[src/rtl/conv_window_buffer.sv]
// conv_window_buffer: two-row line buffer plus 3x3 sliding window feeding the convolution core.
// Only full, in-row windows (row>=2, col>=2) are emitted; output regs update only on those.
module conv_window_buffer #(
    parameter int IMG_WIDTH  = 28,
    parameter int IMG_HEIGHT = 28,
    parameter int COL_W      = 5,
    parameter int ROW_W      = 5
) (
    input  logic        clk,
    input  logic        rst,
    input  logic        vbit_i,
    input  logic [7:0]  pixel_i,
    output logic [23:0] data_line0,
    output logic [23:0] data_line1,
    output logic [23:0] data_line2,
    output logic        vbit_o,
    output logic        frame_done
);
    logic [COL_W-1:0] col;
    logic [ROW_W-1:0] row;
    logic [7:0] lineB0 [IMG_WIDTH];
    logic [7:0] lineB1 [IMG_WIDTH];
    logic [23:0] win0, win1, win2, nextWin0, nextWin1, nextWin2;
    logic colLast, rowLast, inRegion;

    always_comb begin
        colLast  = col == COL_W'(IMG_WIDTH - 1);
        rowLast  = row == ROW_W'(IMG_HEIGHT - 1);
        inRegion = row >= ROW_W'(2) && col >= COL_W'(2);
        nextWin0 = {lineB0[col], win0[23:8]};
        nextWin1 = {lineB1[col], win1[23:8]};
        nextWin2 = {pixel_i, win2[23:8]};
    end

    // Line buffers are never cleared; rows 0..1 of each frame overwrite them before any read is emitted.
    always_ff @(posedge clk) begin
        if (vbit_i) begin
            lineB0[col] <= lineB1[col];
            lineB1[col] <= pixel_i;
        end
    end

    always_ff @(posedge clk) begin
        if (rst) begin
            col        <= '0;
            row        <= '0;
            win0       <= '0;
            win1       <= '0;
            win2       <= '0;
            data_line0 <= '0;
            data_line1 <= '0;
            data_line2 <= '0;
            vbit_o     <= 1'b0;
            frame_done <= 1'b0;
        end else begin
            vbit_o     <= vbit_i && inRegion;
            frame_done <= vbit_i && inRegion && colLast && rowLast;
            if (vbit_i) begin
                win0 <= nextWin0;
                win1 <= nextWin1;
                win2 <= nextWin2;
                col  <= colLast ? '0 : col + 1'b1;
                row  <= colLast ? (rowLast ? '0 : row + 1'b1) : row;
                if (inRegion) begin
                    data_line0 <= nextWin0;
                    data_line1 <= nextWin1;
                    data_line2 <= nextWin2;
                end
            end
        end
    end
endmodule

[config.mk]
export PLATFORM = sky130hd
export DESIGN_NAME = conv_window_buffer
export DESIGN_NICKNAME = d
export VERILOG_FILES = /design/src/rtl/conv_window_buffer.sv
export SDC_FILE = /design/constraint.sdc
export NUM_CORES = 1
export LEC_CHECK = 0
export BUFFER_PORTS_ARGS = -buffer_cell sky130_fd_sc_hd__buf_2
export CELL_PAD_IN_SITES_DETAIL_PLACEMENT = 1
export CELL_PAD_IN_SITES_GLOBAL_PLACEMENT = 2
export CORE_ASPECT_RATIO = 1.1
export CORE_UTILIZATION = 46
export CTS_CLUSTER_DIAMETER = 120
export DETAILED_ROUTE_END_ITERATION = 7
export PLACE_DENSITY_LB_ADDON = 0.1
export SKIP_CTS_REPAIR_TIMING = 1
export SYNTH_ARGS = -nofsm -noshare
export SYNTH_HDL_FRONTEND = slang
export SYNTH_SLANG_ARGS = --single-unit
export TNS_END_PERCENT = 10
[constraint.sdc]
create_clock -name clk -period 3.5 [get_ports clk]
set_input_delay 0.7 -clock clk [delete_from_list [all_inputs] [get_ports clk]]
set_output_delay 0.7 -clock clk [all_outputs]
set_load 0.1 [all_outputs]
# [Word level (Yosys, flattened, before mapping)]
# Memory sizes are Yosys's and may differ from the RTL's. A register that Yosys moved wholly into a read port is not among the register bits.
# Index checks and enable logic that the tools add are counted.
[op_classes] n_addsub=2 n_mul=0 n_div=0 n_lt_le_gt_ge=2 eq_ne=2 shifts=0 muxes=8 bitwise=0 n_reduce_logical=6
[op_table] operator="$mux 5" n=6
[op_table] operator="$add 5x1->5 const B" n=2
[op_table] operator="$eq 5x5->1 const B" n=2
[op_table] operator="$ge 5x2->1 const B" n=2
[op_table] operator="$logic_and 1x1->1" n=4
[op_table] operator="$reduce_and 2->1" n=2
[op_table] operator="$mux 1" n=2
[totals] register_bits=156 latch_bits=0 mem_bits_rw=448 mem_bits_ro=0 input_bits=11 out_inout_bits=74 elab_cells=32 n_memories=2
[memory_table] name="lineB0" depth=28 word_bits=8 rd=1 rd_ports_with_merged_regs=1 write_ports=1 line="21" source="logic [7:0] lineB0 [IMG_WIDTH];"
[memory_table] name="lineB1" depth=28 word_bits=8 rd=1 rd_ports_with_merged_regs=1 write_ports=1 line="22" source="logic [7:0] lineB1 [IMG_WIDTH];"

# [Logic depth before layout (Yosys ltp)]
# Gate-level depths: netlist (run 1).
[logic_depth] ltp_word=5 ltp_mapped=9 mapped_depth_nobuf=6

# [Worst setup path after synthesis (run 1)]
# No wires, ideal clock.
[synth_path] path_type="input-to-reg" from="input port vbit_i" to="memory lineB0[21][0] (enable)" setup_time_ps=409 arrival_ps=2840 required_ps=3091 setup_slack_ps=250 stages=5 n_path_buf=3 cell_sequence="clkbuf_1 -> clkbuf_1 -> clkbuf_1 -> nand2_1 -> nor3_1"
[synth_between] elab_chain_len=2
[synth_rtl] item="start: declaration" line="11" source="input logic vbit_i,"
[synth_rtl] item="$mux 1" line="37" source="if (vbit_i) begin"
[synth_rtl] item="$mux 1 (implied by the code)" line="38" source="lineB0[col] <= lineB1[col];"
[synth_rtl] item="end: declaration" line="21"
# Every way passes these cells.

==> results of run 1 <==
-- state kept, by name (all words and copies together) (netlist names), named ones only --
| register | flops |
|---|---|
| frame_done | 1 |
| col | 5 |
| data_line1 | 24 |
| win1 | 16 |
| data_line2 | 24 |
| vbit_o | 1 |
| win0 | 16 |
| data_line0 | 24 |
| row | 5 |
| lineB0 | 224 |
| win2 | 16 |
| lineB1 | 224 |
-- worst min-delay path by stage --
stage	startpoint	end	slack (ps)	depth (start not counted)
after floorplan	win0[8]	data_line0[0]	430	2
after global placement	data_line2[0]	data_line2[0]	440	2
after detailed placement	data_line2[23]	data_line2[23]	440	2
after CTS	rst	data_line2[23]	390	2
after global routing	rst	data_line2[23]	400	2
final	rst	data_line2[23]	430	2
-- logic make-up after synthesis --
logic type | count (synthesis)
AOI/OAI and AO/OA | 225
xor gates and xnor gates | 5
adders and majority gates | 6
buffers and inverters | 100
DFF | 585
muxes | 233
and+or+nand+nor | 293
-- critical path: cells and delay by family (launching register included) --
kind / cells / cell delay, ps
multiplexers: 1 / 360
flip-flops: 1 / 650
AO/OA/AOI/OAI: 1 / 330
buffers and inverters: 2 / 770
AND/OR/NAND/NOR: 2 / 440
-- area by class of cell --
class                      instances  area [µm²]  share of cell area, %
sequential                       585       16200                   62.7
multi-input combinational        762        5690                   22.0
clock buffer                      75        1630                   6.31
timing repair buffer             176        1250                   4.85
tap                              645         807                   3.12
clock inverter                    34         223                  0.862
inverter                           8        30.0                  0.116
antenna                            1        2.50                0.00969
-- metal layers --
layer | global-route usage, % | up-vias
met2 | 41.3 | 333
li1 | - | 5825
met5 | 0 | -
met1 | 31.9 | 6642
met4 | 8.05 | 0
met3 | 4.11 | 96
-- synthesized netlist by cell type (3+ instances only) --
| cell type | number |
|---|---|
| mux4_2 | 32 |
| nor2b_1 | 5 |
| ha_1 | 6 |
| nor3_1 | 13 |
| nor2_1 | 62 |
| nand2_1 | 158 |
| a31oi_1 | 9 |
| o41ai_1 | 13 |
| or2_2 | 3 |
| buf_8 | 3 |
| buf_6 | 21 |
| o211a_1 | 8 |
| dfxtp_1 | 137 |
| clkbuf_1 | 39 |
| o41ai_2 | 3 |
| buf_1 | 4 |
| a22oi_1 | 64 |
| inv_1 | 8 |
| buf_2 | 17 |
| xnor2_1 | 4 |
| a21oi_1 | 90 |
| nand2b_1 | 5 |
| and3_1 | 8 |
| a41oi_1 | 14 |
| mux2i_1 | 201 |
| edfxtp_1 | 448 |
| buf_4 | 6 |
| nand3_1 | 31 |
| o21ai_0 | 16 |
-- power by group --
part	switching (mW)	total, mW	internal (mW)
logic	0.607	0.946	0.339
clock network	2.59	6.06	3.47
registers	0.0886	7.75	7.66
==> results, run 1 <==
- The wire length on met2 is between 20,000 and 30,000 µm.
- The critical path goes through buf_4 -> mux4_2 -> and3_1 -> a31oi_1 -> nand3_1 -> buf_4.
- The detailed-route via count is 12,896.
- The CTS tree is done.
- The area added between synthesis and finish is 15.0%.
- The worst setup slack after placement is 636 ps.
- Sequential cells were found to cover roughly 72% of the synthesized design area.
- Counting every sink on the clock net gives 585.
- Summing the areas of all compound-gate instances in the mapped netlist gives 6.82% of the synthesized area.
- The cell with the most instances on the worst path is buf_4.
- The synthesized netlist devotes less than 1% of its cell area to adder and majority cells.
- Total power for the finished layout comes to 14.8 mW.
- In this run the critical register-to-register path is captured at lineB0[4][0].
- The largest fanout of any net on the critical path is 28.
- The largest net degree at the start of global routing is 82.
- At the pin with the least slew margin, the transition time is 1100 ps.
- After Yosys synthesis, and, or, nand and nor cells account for 5.53% of the synthesized area.
- The port buffer count is 84.
- After detailed routing, no signal wire sits above met4.
- The horizontal extent of the die is 213 µm.
- The number of warnings reported in the yosys synthesis log is 0.
- Across all register-to-register paths, the minimum setup slack is 640 ps.
- The number of antenna violations at the first check in global routing was 1.
- Headroom to the max-slew limit came out at 26.6%.
- The number of buffers created by CTS is 58.
- In this run the worst hold path is classified as primary input to register.
- Clock-pin slew was measured on the worst setup and hold paths at 60 ps.
- The final instance area is 25,800 µm².
- The first-pass iteration count of the detailed router is 7.
- The die area is 49,700 µm².
- Data arrives at the worst endpoint at 3200 ps.
- The kind of end point of the critical path is a register.
- After the first detailed-routing iteration, the DRC count stood at 991.
- The via count of the first global-routing pass is 13,258.
- The leading register cell type out of synthesis is edfxtp_1.
- Including well taps, the total number of placed cells is roughly 2,200.
- Setup violations remaining at the end of the flow were counted as 0.
- The share of synthesized area spent on multiplexers is about an eighth.
- The worst register-to-register path has a depth of 6.
- The placer congestion estimate is 0.808.
- The worst path uses 81.8% of the clock period.
- For this block, the routed nets add up to ~59,000 µm of wire.
- The time the worst path needs with I/O delays and setup is 2860 ps.
- The first-pass GRT wire length is 87,100 µm.
- The insertion delay to the later sink of the worst-skew pair is 620 ps.
- The total nets after synthesis is 1,464.
- Following the worst setup path forward leads to its endpoint at lineB0[4][0].
- The worst hold margin is 428 ps.
- Summing all placed instances gives a cell area of between 20,000 and 25,000 µm².
- Counting the fill cells in the layout gives 4,618.
- Derived from the worst setup path, the maximum achievable clock frequency is 349 MHz.
- The routed metal-1 wire length is 25,100 µm.
- By area, the combinational part of the netlist is dominated by multiplexers.
- The library cell occupying the most area in the post-synthesis netlist is edfxtp_1.
- The data required time of the worst path is 3830 ps.
- The initial cell density of the core is 46.8%.
- The final number of max-transition violations is 0.
- Summing every instance area after synthesis gives roughly 22,000 µm².
- Summed over all nets, the half-perimeter wirelength after detailed placement is 37,000 µm.
- In the final design database the tool counted 1,608 nets.
- After detailed routing, the average wire length per cell comes to 25.8 µm.
- Setup repair after global routing left no endpoint under its margin.
- After synthesis, the largest area contributor takes up 59.9% of total cell area.
- In the post-route analysis, the smallest setup slack over all paths is roughly 640 ps.
- The fraction of registers with async set/reset is 0%.
- The floorplan step set the die height to 234 µm.
- The power per cell area is 571 nW/µm².
- Across the run, the number of max-cap violations was 0.
- The floorplan has 84 rows.
- In the global route stage, overall resource usage came out at roughly a quarter.
- Counting distinct cell types in the post-synthesis netlist gives 43.
- In this run the number of H-tree levels came out at 2.
- During I/O placement, the number of pins put on the boundary was between 80 and 90.
- Once detail routing completed, the nets flagged for antenna violations numbered 0.
- The ratio of cells with drive above 1 in the final layout is 19.3%.
- The met3 wire length is 3080 µm.
- The average cell area after synthesis is 15.5 µm².
- The run finished with clean final reports.
- The clock root buffer is clkbuf_16.
- The synthesized netlist devotes 0.195% of its cell area to XOR and XNOR gates.
- The commonest non-fill, non-tap cell in the layout is edfxtp_1.
- The leakage power total is ~8.9 nW.
- Excluding fillers, the count of instances in the completed layout stands at around 2,300.
- The stage delay of the slowest cell on the critical path is 650 ps.
- The startpoint class of the critical path is a register.
- No sink is reached through more buffers than the 3 on the longest clock path.
- In the final timing run, aggregate negative setup slack is 0 ps.
- The clock arrives with 13.7 ps of skew.
- The core area is about 48,000 µm².
- The synthesized instance count is 1,447.
- The number of synthesized flops with an enable pin is 448.
- The synthesized design contains 585 register bits.
- The master of the slowest instance on the critical path is dfxtp_1.
- For this run, design rule violations remaining after detail routing come to 0.
- The library cells used most frequently in the layout, excluding fill and tap cells, are edfxtp_1, mux2i_1, nand2_1, dfxtp_1, a21oi_1.
- The worst setup path is of the register to register kind.
- Ranked by total cell area, the synthesized netlist is headed by edfxtp_1, dfxtp_1, mux2i_1, mux4_2, nand2_1.
- The utilization after layout is a little over half.
- Summed over all layers, the global routing overflow is 0.
- The count of final hold-check violations is 0.
- VDD sags by at most 0.000443 V.
- Dividing the detail-routed via count by the number of cells gives 5.64.
(Power assumes the default switching activity.)
==> run 2: changes to the inputs <==
ABC_AREA = 1   (was default)
CORE_UTILIZATION = 41   (was 46)
clock period = 2.8 ns   (was 3.5 ns; I/O delays follow)
==> results, run 2 <==
- The flow ran to the end, and the final reports show no timing, DRC or antenna violations.
- The routed design could run at a clock period as short as 2540 ps.
- The max-capacitance violation count is 0.
- The count of H-tree levels built during CTS is 3.
- The headroom to the max-slew limit is 43.3%.
- Yosys attributes the largest share of cell area to edfxtp_1, dfxtp_1, nand2_1, nand3_1, inv_1.
- The number of antenna violations at the first check in global routing is 5.
- The synthesized design spends more area on one cell type than any other, namely edfxtp_1.
- The synthesized netlist contains 29 unique library cells.
- For this design the ratio of total power to cell area is between 700 and 800 nW/µm².
- The top cell types in the final layout, fill and taps aside, are nand2_1, edfxtp_1, nand3_1, inv_1, dfxtp_1.
- The met3 wire length is 2830 µm.
- The root buffer cell chosen for the clock tree is clkbuf_16.
- The actual transition at the worst max-transition pin is 851 ps.
- Setup repair after global routing left no endpoint under its margin.
- The clock passes through at most 3 buffers.
- The placer congestion estimate is around 0.77.
- The net switching power is 4.54 mW.
- The die area is 58,400 µm².
- The top routing layer in use is met4.
- For this run, the leading register cell type out of synthesis is edfxtp_1.
- The total power consumption of the routed design is roughly 19 mW.
- On the worst path, the slowest cell contributes a delay of ~580 ps.
- Of the total power, registers draw between 40% and 50%.
- The number of warnings reported in the yosys synthesis log is 0.
- Global routing used 24.3% of the available tracks.
- The detailed-route via count is around 16,000.
- The combined buffer and inverter count along the critical path is 3.
- The kind of end point of the critical path is a register.
- The first-pass iteration count of the detailed router is 5.
- The layout has 6,224 filler cells.
- The leading cell type by number of instances after synthesis is nand2_1.
- The final critical-path share of the clock period is 90.9%.
- In the final design database the tool counted 2,395 nets.
- The average instance in the mapped netlist occupies 10.4 µm².
- Clock-pin slew was measured on the worst setup and hold paths at 50 ps.
- The via count normalized by instance count is roughly 5.2.
- Compared with the post-synthesis result, the final layout area differs by 14.7%.
- In the synthesized netlist, the number of instances is around 2,300.
- The core region is 56,500 µm².
- The critical path in this run is classified as register to register.
- For this block, the routed nets add up to 69,600 µm of wire.
- The final number of max-transition violations is 0.
- After synthesis the netlist holds a flip-flop and latch count of about 590.
- The internal power summed over all cells is 14.8 mW.
- The total nets after synthesis is about 2,300.
- The data required time of the worst path is 3090 ps.
- The clock network accounts for 42.8% of the total power.
- The logic gate share of total power is 7.5%.
- In this run the tool buffered the top-level ports with 84 buffer cells.
- The routed metal-1 wire length is 31,100 µm.
- For this configuration, the core starts out at a cell density of 41.7%.
- The min-delay analysis places its worst path in the category primary input to register.
- The ratio of cells with drive above 1 in the final layout is a little under an eighth.
- The setup total negative slack is 0 ps.
- The cell area after technology mapping is about 24,000 µm².
- Wire segments on met2 add up to 34,200 µm in the final route.
- The slowest stage of the critical path belongs to the cell inv_1.
- For this block, the initial DRC count from the detailed router was 951.
- The via count of the first global-routing pass is 16,727.
- For this run, design rule violations remaining after detail routing come to 0.
- The leakage power total is 10.8 nW.
- Leaving out fill and tap cells, the most frequent cell in the layout is nand2_1.
- The largest net degree at the start of global routing is 74.
- The CTS tree is done.
- The share of total power consumed by net switching is 23.5%.
- The share of the Yosys chip area taken by registers is 68.7%.
- The final instance area is 27,000 µm².
- The wire-length estimate of the detail-placed layout is 42,100 µm.
- The horizontal extent of the die is 231 µm.
- In the final routed layout, each cell accounts on average for roughly 22 µm.
- Data arrives at the worst endpoint at 2830 ps.
- The number of synthesized flops with an enable pin is 448.
- The post-route antenna net violation count is 0.
- The top cell type by area accounts for 57.1% of the synthesized area.
- Static timing analysis puts the maximum clock frequency at 393 MHz.
- The first-pass GRT wire length is roughly 110,000 µm.
- The tree built by TritonCTS fans out to 585 sinks.
- The kind of cell adding the most delay to the critical path is buffers and inverters.
- Summed over all layers, the global routing overflow is 0.
- The number of antenna repair diodes is 0.
- The critical path goes through clkinv_2 -> buf_4 -> nand3_1 -> nand2_1 -> nand2_1 -> nand3_1 -> nand3_1 -> nand2_1 -> inv_1.
- In the final layout, the registers with the most flip-flops are lineB0 x224, lineB1 x224.
- After synthesis, the most frequently instantiated cells are nand2_1, edfxtp_1, nand3_1, inv_1, dfxtp_1.
- The number of buffers created by CTS is 67.
- The startpoint class of the critical path is a register.
- At the later pin of the worst-skew pair, clock insertion delay measures roughly 600 ps.
- The total cell area at the placement stage is 25,000 µm².
- The count of final hold-check violations came to 0.
- Of all nets on the critical path, the largest fanout is 28.
- The startpoint identified for the worst hold timing path is vbit_i.
- Registers take 16,200 µm².
- Of all flip-flops after synthesis, the portion carrying an async set or reset was 0%.
- The final-report setup violation count is 0.
- The number of top-level design ports is 85.
- In this run the vertical extent of the chip is 253 µm.
- The multi-input gate area in the final layout is between 5000 and 6000 µm².
- The maximum resistive drop on vdd is ~0.0005 V.
- The largest clock skew in the final design is 20.6 ps.
- The floorplan has between 90 and 100 rows.
-- run 2: cell count changes after synthesis, sizes merged, moves of 16 or more --
cell / change
mux4: -32
a22oi: -64
buf: +43
mux2i: -201
nand2: +567
o41ai: -16
inv: +168
nand3: +272
o21ai: +73
a211oi: +21
nor2: +65
a21oi: -16
a41oi: -16
-- run 2: worst register-to-register path: stages, from the launching register on --
cell and delay [ps]:
dfxtp_4 430, clkinv_2 350, buf_4 360, nand3_1 100, nand2_1 60, nand2_1 50, nand3_1 60, nand3_1 140
nand2_1 100, inv_1 580
-- run 2: metal layers --
metal,track usage [%],vias up
li1,-,7793
met1,31.9,8235
met2,41.9,306
met3,3.20,83
met4,7.15,0
met5,0,-
-- run 2: cells by family after synthesis --
group / after synthesis / share of synthesized area (%)
adders and majority gates: 6 / 0.319
and+or+nand+nor: 1163 / 20.3
buffers and inverters: 311 / 6.06
xor gates and xnor gates: 3 / 0.112
AOI/OAI and AO/OA: 196 / 4.51
DFF: 585 / 68.7
-- run 2: layout make-up --
class / instances / share of cell area, %
Clock buffer: 95 / 7.10
Multi-Input combinational cell: 1368 / 22.0
Timing Repair Buffer: 178 / 4.54
Sequential cell: 585 / 60.0
Inverter: 178 / 2.50
Tap cell: 744 / 3.45
Clock inverter: 14 / 0.458
-- run 2: worst paths after layout --
check / depth (start not counted) / end / slack, ps
max reg2reg: 9 / lineB0[3][7] / 260
min: 4 / win1[22] / 420
min reg2reg: 2 / data_line0[1] / 460
max: 9 / lineB0[3][7] / 260
-- run 2: per-stage QoR --
step	worst slack [ps]	utilization, %	cells	hold WS (ps)
finish	256	47.8	3162	423
detailed placement	246	44.2	3053	454
CTS	230	47.8	3162	396
global placement	297	44.2	3053	446
global route	39.0	47.8	3162	454
floorplan	507	-	2264	436
-- run 2: power by group through the flow --
stage          clock network (mW)  registers [mW]  logic (mW)
2_1_floorplan                   0            9.77       0.882
3_3_place_gp                    0            9.78        1.43
3_5_place_dp                    0            9.79        1.46
4_1_cts                      8.46            9.61        1.47
5_1_grt                      8.76            9.61        1.61
6_report                     8.26            9.61        1.44
